$ cat src/rtl/sump_cmd_parser.sv
// -----------------------------------------------------------------------------
// sump_cmd_parser
//
// Assembles SUMP logic-analyser commands from a stream of UART bytes.
// A byte with bit 7 clear is a complete one-byte (short) command. A byte with
// bit 7 set is the opcode of a long command and is followed by four payload
// bytes, shifted in MSB-first. A finished command is held on the cmd_* outputs
// with cmd_valid high until the consumer takes it with cmd_ready.
//
// Optional feature (macro SUMP_CMD_TIMEOUT_EN):
//   When defined, a partial long command is abandoned if no payload byte
//   arrives within TIMEOUT_CYCLES clocks. timeout_err pulses when that happens.
//   When undefined, there is no counter, timeout_err is tied low, and a
//   partial long command waits for its payload indefinitely.
//
// Parameters:
//   TIMEOUT_CYCLES  inter-byte idle limit in clocks (10 ms at 100 MHz)
//
// Ports:
//   system_clock  in   1   single clock, rising edge
//   reset         in   1   synchronous, active-high
//   rx_data       in   8   byte from UART receiver
//   rx_valid      in   1   one-cycle strobe qualifying rx_data
//   cmd_opcode    out  8   opcode of the held command
//   cmd_data      out  32  long-command payload, zero for short commands
//   cmd_is_long   out  1   opcode bit 7
//   cmd_valid     out  1   command presented (HOLD state)
//   cmd_ready     in   1   consumer accept; transfer = cmd_valid & cmd_ready
//   overflow_err  out  1   one-cycle pulse when a byte is dropped in HOLD
//   timeout_err   out  1   one-cycle pulse when a partial command is aborted
// -----------------------------------------------------------------------------
module sump_cmd_parser #(
  parameter int TIMEOUT_CYCLES = 1_000_000
) (
  input  logic        system_clock,
  input  logic        reset,
  input  logic [7:0]  rx_data,
  input  logic        rx_valid,
  output logic [7:0]  cmd_opcode,
  output logic [31:0] cmd_data,
  output logic        cmd_is_long,
  output logic        cmd_valid,
  input  logic        cmd_ready,
  output logic        overflow_err,
  output logic        timeout_err
);

  typedef enum logic [1:0] {
    IDLE    = 2'd0,
    COLLECT = 2'd1,
    HOLD    = 2'd2
  } state_t;

  state_t      state_q, state_d;
  logic [7:0]  opcode_q, opcode_d;
  logic [31:0] data_q, data_d;
  logic        is_long_q, is_long_d;
  logic [1:0]  cnt_q, cnt_d;
  logic        ovf_q, ovf_d;
  logic        tmo_err_q, tmo_err_d;
  logic        take_opcode;
  logic        tmo_expired;

`ifdef SUMP_CMD_TIMEOUT_EN
  // The counter only has to reach TIMEOUT_CYCLES-1; expiry leaves COLLECT,
  // so it never needs to wrap.
  localparam int TW = (TIMEOUT_CYCLES > 1) ? $clog2(TIMEOUT_CYCLES) : 1;
  localparam logic [TW-1:0] TMO_LAST = TW'(TIMEOUT_CYCLES - 1);

  logic [TW-1:0] tmo_q, tmo_d;

  // Held at zero outside COLLECT so it starts from zero on every entry, and
  // cleared by every byte received while collecting.
  always_comb begin
    tmo_d = tmo_q;
    if (state_q != COLLECT || rx_valid) begin
      tmo_d = '0;
    end else if (!tmo_expired) begin
      tmo_d = tmo_q + 1'b1;
    end
  end

  // A byte on the expiry cycle wins: expiry requires rx_valid low.
  assign tmo_expired = (state_q == COLLECT) && !rx_valid && (tmo_q == TMO_LAST);

  always_ff @(posedge system_clock) begin
    if (reset) begin
      tmo_q <= '0;
    end else begin
      tmo_q <= tmo_d;
    end
  end
`else
  assign tmo_expired = 1'b0;

  // Parameter kept for a uniform interface; it has no effect in this build.
  logic unused_timeout_cfg;
  assign unused_timeout_cfg = (TIMEOUT_CYCLES > 0);
`endif

  // Next-state and datapath logic.
  always_comb begin
    state_d     = state_q;
    opcode_d    = opcode_q;
    data_d      = data_q;
    is_long_d   = is_long_q;
    cnt_d       = cnt_q;
    ovf_d       = 1'b0;
    tmo_err_d   = 1'b0;
    take_opcode = 1'b0;

    case (state_q)
      IDLE: begin
        take_opcode = rx_valid;
      end

      COLLECT: begin
        if (rx_valid) begin
          data_d = {data_q[23:0], rx_data};
          if (cnt_q == 2'd3) begin
            state_d = HOLD;
          end else begin
            cnt_d = cnt_q + 2'd1;
          end
        end else if (tmo_expired) begin
          state_d   = IDLE;
          tmo_err_d = 1'b1;
        end
      end

      HOLD: begin
        if (cmd_ready) begin
          // Transfer this cycle; a coincident byte starts the next command
          // straight away instead of being dropped.
          state_d     = IDLE;
          take_opcode = rx_valid;
        end else if (rx_valid) begin
          ovf_d = 1'b1;
        end
      end

      default: begin
        state_d = IDLE;
      end
    endcase

    // Opcode capture shared by IDLE and the transfer cycle in HOLD.
    if (take_opcode) begin
      opcode_d  = rx_data;
      data_d    = '0;
      cnt_d     = '0;
      is_long_d = rx_data[7];
      state_d   = rx_data[7] ? COLLECT : HOLD;
    end
  end

  always_ff @(posedge system_clock) begin
    if (reset) begin
      state_q   <= IDLE;
      opcode_q  <= '0;
      data_q    <= '0;
      is_long_q <= 1'b0;
      cnt_q     <= '0;
      ovf_q     <= 1'b0;
      tmo_err_q <= 1'b0;
    end else begin
      state_q   <= state_d;
      opcode_q  <= opcode_d;
      data_q    <= data_d;
      is_long_q <= is_long_d;
      cnt_q     <= cnt_d;
      ovf_q     <= ovf_d;
      tmo_err_q <= tmo_err_d;
    end
  end

  assign cmd_valid    = (state_q == HOLD);
  assign cmd_opcode   = opcode_q;
  assign cmd_data     = data_q;
  assign cmd_is_long  = is_long_q;
  assign overflow_err = ovf_q;
  assign timeout_err  = tmo_err_q;

endmodule

$ cat config.mk
export PLATFORM = sky130hd
export DESIGN_NAME = sump_cmd_parser
export DESIGN_NICKNAME = d
export VERILOG_FILES = /design/src/rtl/sump_cmd_parser.sv
export SDC_FILE = /design/constraint.sdc
export NUM_CORES = 1
export LEC_CHECK = 0
export CORE_ASPECT_RATIO = 0.5
export CORE_MARGIN = 4
export CORE_UTILIZATION = 41
export CTS_CLUSTER_DIAMETER = 200
export DETAILED_ROUTE_END_ITERATION = 12
export PLACE_DENSITY = 0.77
export SETUP_SLACK_MARGIN = 0.3
export SYNTH_ARGS = -nofsm -noshare
export SYNTH_HDL_FRONTEND = slang
export SYNTH_SLANG_ARGS = --single-unit
$ cat constraint.sdc
create_clock -name system_clock -period 1.4 [get_ports system_clock]
set_clock_uncertainty 0.15 [all_clocks]
set_input_delay 0.28 -clock system_clock [delete_from_list [all_inputs] [get_ports system_clock]]
set_output_delay 0.28 -clock system_clock [all_outputs]
set_load 0.01 [all_outputs]
# Word level (Yosys, flattened, before mapping)
# Cells that the tools add are included.
# totals
regBits,46
wordCells,31
# op_classes
bitwise_logic,2
n_reduce_logical,6
n_eq_ne,7
n_addsub,1
mux,9
# op_table
operator,n
2-bit 2-to-1 mux,5
3-bit != test (second input constant),2
2-bit case mux with 3 select lines,1
2-bit == test (second input constant),2
4-bit AND reduction,1
3-bit by 1-bit != test with 1-bit output (second input constant),1
3-bit AND reduction,1
3-bit OR reduction,1
2-bit by 1-bit adder with 2-bit output (second input constant),1
2-bit by 1-bit == test with 1-bit output (second input constant),1
2-bit logical NOT,1
1-bit 2-to-1 mux,2
2-bit != test (second input constant),1
1-bit NOT,2
1-bit case mux with 2 select lines,1
2-bit AND reduction,1
2-bit OR reduction,1

# Longest topological paths before layout
# logic_depth
ltp_word,5
depth_mapped,7
ltp_nobuf,4

# Worst setup path before layout
# OpenSTA, ideal clock, no wires.
# synth_timing
path_type,input to register
start,input rx_valid
end,register cnt_q[1]
stages,7
required_ps,1184
arrival_time_ps,1164
setup_time_ps,66
path_slack_ps,20
path_buffers,4
cell_sequence,buf_6 nor2b_1 buf_6 a21o_1 buf_6 buf_6 a21oi_2
# synth_via
elab_chain_cells,3
# synth_rtl
item,line,rtl
start: declaration,38,"input logic rx_valid,"
1-bit 2-to-1 mux,132,if (cmd_ready) begin
1-bit case mux with 2 select lines,112,case (state_q)
2-bit OR reduction (no source line),-,
end signal: assignment,171,cnt_q <= cnt_d;
end: declaration,58,"logic [1:0] cnt_q, cnt_d;"
# Several ways; a longest one is shown, not always the timed one.
# A chain may end at the register's enable or synchronous reset.

# Worst setup path in the final report
# layout_timing
start,register state_q[1]
end,register cnt_q[1]
# layout_via
elab_chain_cells,3
# layout_rtl
item,line,rtl
start: declaration,54,"state_t state_q, state_d;"
start signal: assignment,167,state_q <= state_d;
2-bit == test or 2-bit logical NOT (tied branches),112,
1-bit case mux with 2 select lines,112,
2-bit OR reduction (no source line),-,
# Several ways; a longest one is shown, not always the timed one.

==> summary.md <==
| Metric | Value |
|---|---|
| Share of layout cells above drive strength 1 | 71.2% |
| Clock Sinks | between 40 and 50 |
| Area Growth Syn to Fin | 84.1% |
| Critical path's top delay family | simple AND/OR/NAND/NOR gates |
| CTS tree | built |
| Crit Path Max Fanout | 9 |
| Crit-path max cell delay | 0.33 ns |
| Leakage | 1.43 nW |
| Crit path time final | 1.48 ns |
| Detailed placement HPWL | around 3.1 mm |
| Power share of the clock group | 30.8% |
| Design Power | 2.63 mW |
| Hold Path Origin | reset |
| Setup TNS | -0.835 ns |
| Failing checks | negative setup slack |
| Pre-CTS setup slack | -0.352 ns |
| Avg Vias per Cell | 5.37 |
| Synth cell types | 23 |
| Worst Hold Path Cells | 3 |
| Wire length per cell | 19.5 um |
| # H-tree levels | 2 |
| Fin area | 3390 um^2 |
| Combinational power share | 18.7% |
| Area contributors post-synth | dfxtp_1, a21oi_2, nand2_1, a21oi_1, buf_6 |
| Syn Area/Cell | 8.68 um^2 |
| Die height | 55.4 um |
| Period utilization | 106% |
| Flops & latches, synth | 45 |
| Dpl cells | 323 |
| Post-synthesis cell count | 212 |
| Final core occ | between 80% and 90% |
| Post-synth EDFFs | 0 |
| Crit Reg-Reg Startpoint | state_q[1] |
| Full die area | 5690 um^2 |
| CTS Buf Count | 5 |
| Worst setup margin | -0.0789 ns |
| Netlist Area Pre-Place | 1840 um^2 |
| GR Util All Layers | 21.7% |
| Residual DRC | 0 |
| Setup CP Type | reg2reg |
| Buf+Inv Stages, Crit Path | 3 |
| Post-Layout Cell Count | 370 |
| Initial antenna violation count | 0 |
| Hold path endpoint | state_q[1] |
| Switching Fraction | 27.3% |
| WP depth | 6 |
| Global-route wire length before repair | between 9 and 10 mm |
| Register area share after synthesis | 49.0% |
| Most frequent cell after synthesis | nand2_1 |
| Cell Chain, Critical Path | buf_6 > and3b_2 > buf_4 > buf_12 > nand3b_1 > a21oi_2 |
| Layout Nets | 328 |
| # diodes | 0 |
| Reg2reg setup slack | -0.08 ns |
| Dominant cell type by area after synthesis | dfxtp_1 |
| Post-route ant nets | 0 |
| Net Sw Power | 0.721 mW |
| Power Dens Cells | 778 nW/um^2 |
| Slowest CP cell | dfxtp_2 |
| Yosys warnings | 0 |
| Dpl cell area | 2520 um^2 |
| Achievable Freq | 676 MHz |
| VDD IR max | between 0.6 and 0.7 mV |
| Min-Delay Path Class | in2reg |
| Initial Utilization | between 40% and 50% |
| Commonest register cell after synthesis | dfxtp_1 |
| CP Launch Type | flip-flop |
| Core area | 4100 um^2 |
| Ports | 56 |
| Unrepaired setup endpoints after global routing | yes |
| Die Wd | roughly 100 um |
| Hold Fails Final Rpt | 0 |
| Setup crit start | state_q[1] |
| Crit path DAT | 1.57 ns |
| Reg2reg end | cnt_q[1] |
| Gr ovfl total | 0 |
| WL final | 7.22 mm |
| Setup crit end kind | flip-flop |
| WHS | 0.204 ns |
| Later-pin clock latency in the skew report | 0.31 ns |
| Number of global-route vias before repair | 1904 |
| R2R depth | 6 |
| Synth top area share | 49.0% |
| Flop pwr share | 50.5% |
| Pins Over Slew Limit | 0 |
| Final setup vio count | 28 |
| Fillers | 208 |
| Critical Path RT | between 1 and 1.5 ns |
| GP Congestion | 0.781 |
| Clk root buf | clkbuf_8 |
| Largest net degree at the start of global routing | 18 |
| Status | complete, but fails checks |
| Placement Rows | 16 |
| Top cells by count, synth | nand2_1, dfxtp_1, a21oi_2, a21oi_1, o21ai_0 |
| Clk pin slew, worst setup/hold paths | ~0.08 ns |
| Clock Tree Buf Depth | 2 |
| Synth async-reset ratio | 0% |
| Initial drt markers | 95 |
| Via count | 1987 |
| P_int | 1.91 mW |
| DRT Pass-1 Iters | 4 |
| Post-Syn Nets | about 230 |
| Max-cap viol count | 0 |
| # port buffers | 54 |
[timing repair]
action                     in CTS  in global routing
hold buffers                    0                  0
pin swaps                       3                 26
setup endpoints to repair      88                 88
buffers inserted               20                 11
gates cloned                    4                  4
gates resized for setup       283                 55
[worst reg2reg max path, delay by kind of cell, from the launching register on]
kind	cells	cell delay (ns)
compound gates	1	0.17
buf+inv	3	0.37
flops	1	0.33
simple gates	2	0.39
[routing by layer]
| metal | routed length (um) | up-vias | global-route usage, % |
|---|---|---|---|
| met5 | 0 | - | 0 |
| met2 | 3480 | 108 | 35.1 |
| met1 | 2820 | 950 | 27.8 |
| li1 | - | 906 | - |
| met3 | 655 | 23 | 5.15 |
| met4 | 265 | 0 | 8.60 |
[power groups by stage]
| stage | clock (mW) | combinational, mW | sequential, mW |
|---|---|---|---|
| finish | 0.813 | 0.492 | 1.33 |
| global route | 0.854 | 0.519 | 1.33 |
| detailed placement | 0 | 0.309 | 1.35 |
| CTS | 0.783 | 0.399 | 1.33 |
| floorplan | 0 | 0.180 | 1.36 |
| global placement | 0 | 0.304 | 1.35 |
[layout by cell type (no fill, tap or decap), drive strengths merged, types with 3 or more instances in the layout]
master | Yosys | routed
buf | 14 | 99
nand2 | 66 | 66
a21oi | 46 | 46
dfxtp | 45 | 45
o21ai | 11 | 11
clkbuf | 3 | 11
nand3 | 8 | 8
clkdlybuf4s50 | 0 | 8
nor2b | 4 | 4
nand2b | 3 | 3
[kinds of logic after synthesis]
| family | Yosys count | synth area share [%] |
|---|---|---|
| adder cells (fa/ha/maj) | 1 | 0.680 |
| other | 1 | 0.204 |
| AND/OR/NAND/NOR | 87 | 20.2 |
| flip-flops | 45 | 49.0 |
| AO/OA/AOI/OAI | 59 | 22.4 |
| buffers and inverters | 18 | 6.94 |
| multiplexers | 1 | 0.544 |
[sequential cells by signal, indices dropped and copies added, names as in the netlist]
register / cells
overflow_err: 1
cmd_is_long: 1
state_q: 2
cnt_q: 2
cmd_data: 32
cmd_opcode: 7
[worst max-delay path by stage]
| stage | endpoint | slack [ns] |
|---|---|---|
| 6_report | cnt_q[1] | -0.08 |
| 5_1_grt | cmd_data[6] | -0.13 |
| 4_1_cts | cmd_data[3] | 0.01 |
| 3_5_place_dp | cmd_opcode[2] | -0.35 |
| 3_3_place_gp | cmd_data[10] | -0.33 |
| 2_1_floorplan | cnt_q[1] | 0.06 |
[area by class of cell]
| class | count | area, um^2 | share of cell area, % |
|---|---|---|---|
| well taps | 54 | 67.6 | 1.99 |
| clock buffers | 8 | 80.1 | 2.36 |
| repair buffers | 113 | 1240 | 36.5 |
| inverters | 1 | 3.75 | 0.111 |
| flip-flops and latches | 45 | 955 | 28.2 |
| multi-input cells | 149 | 1040 | 30.8 |
(Power assumes the default switching activity.)
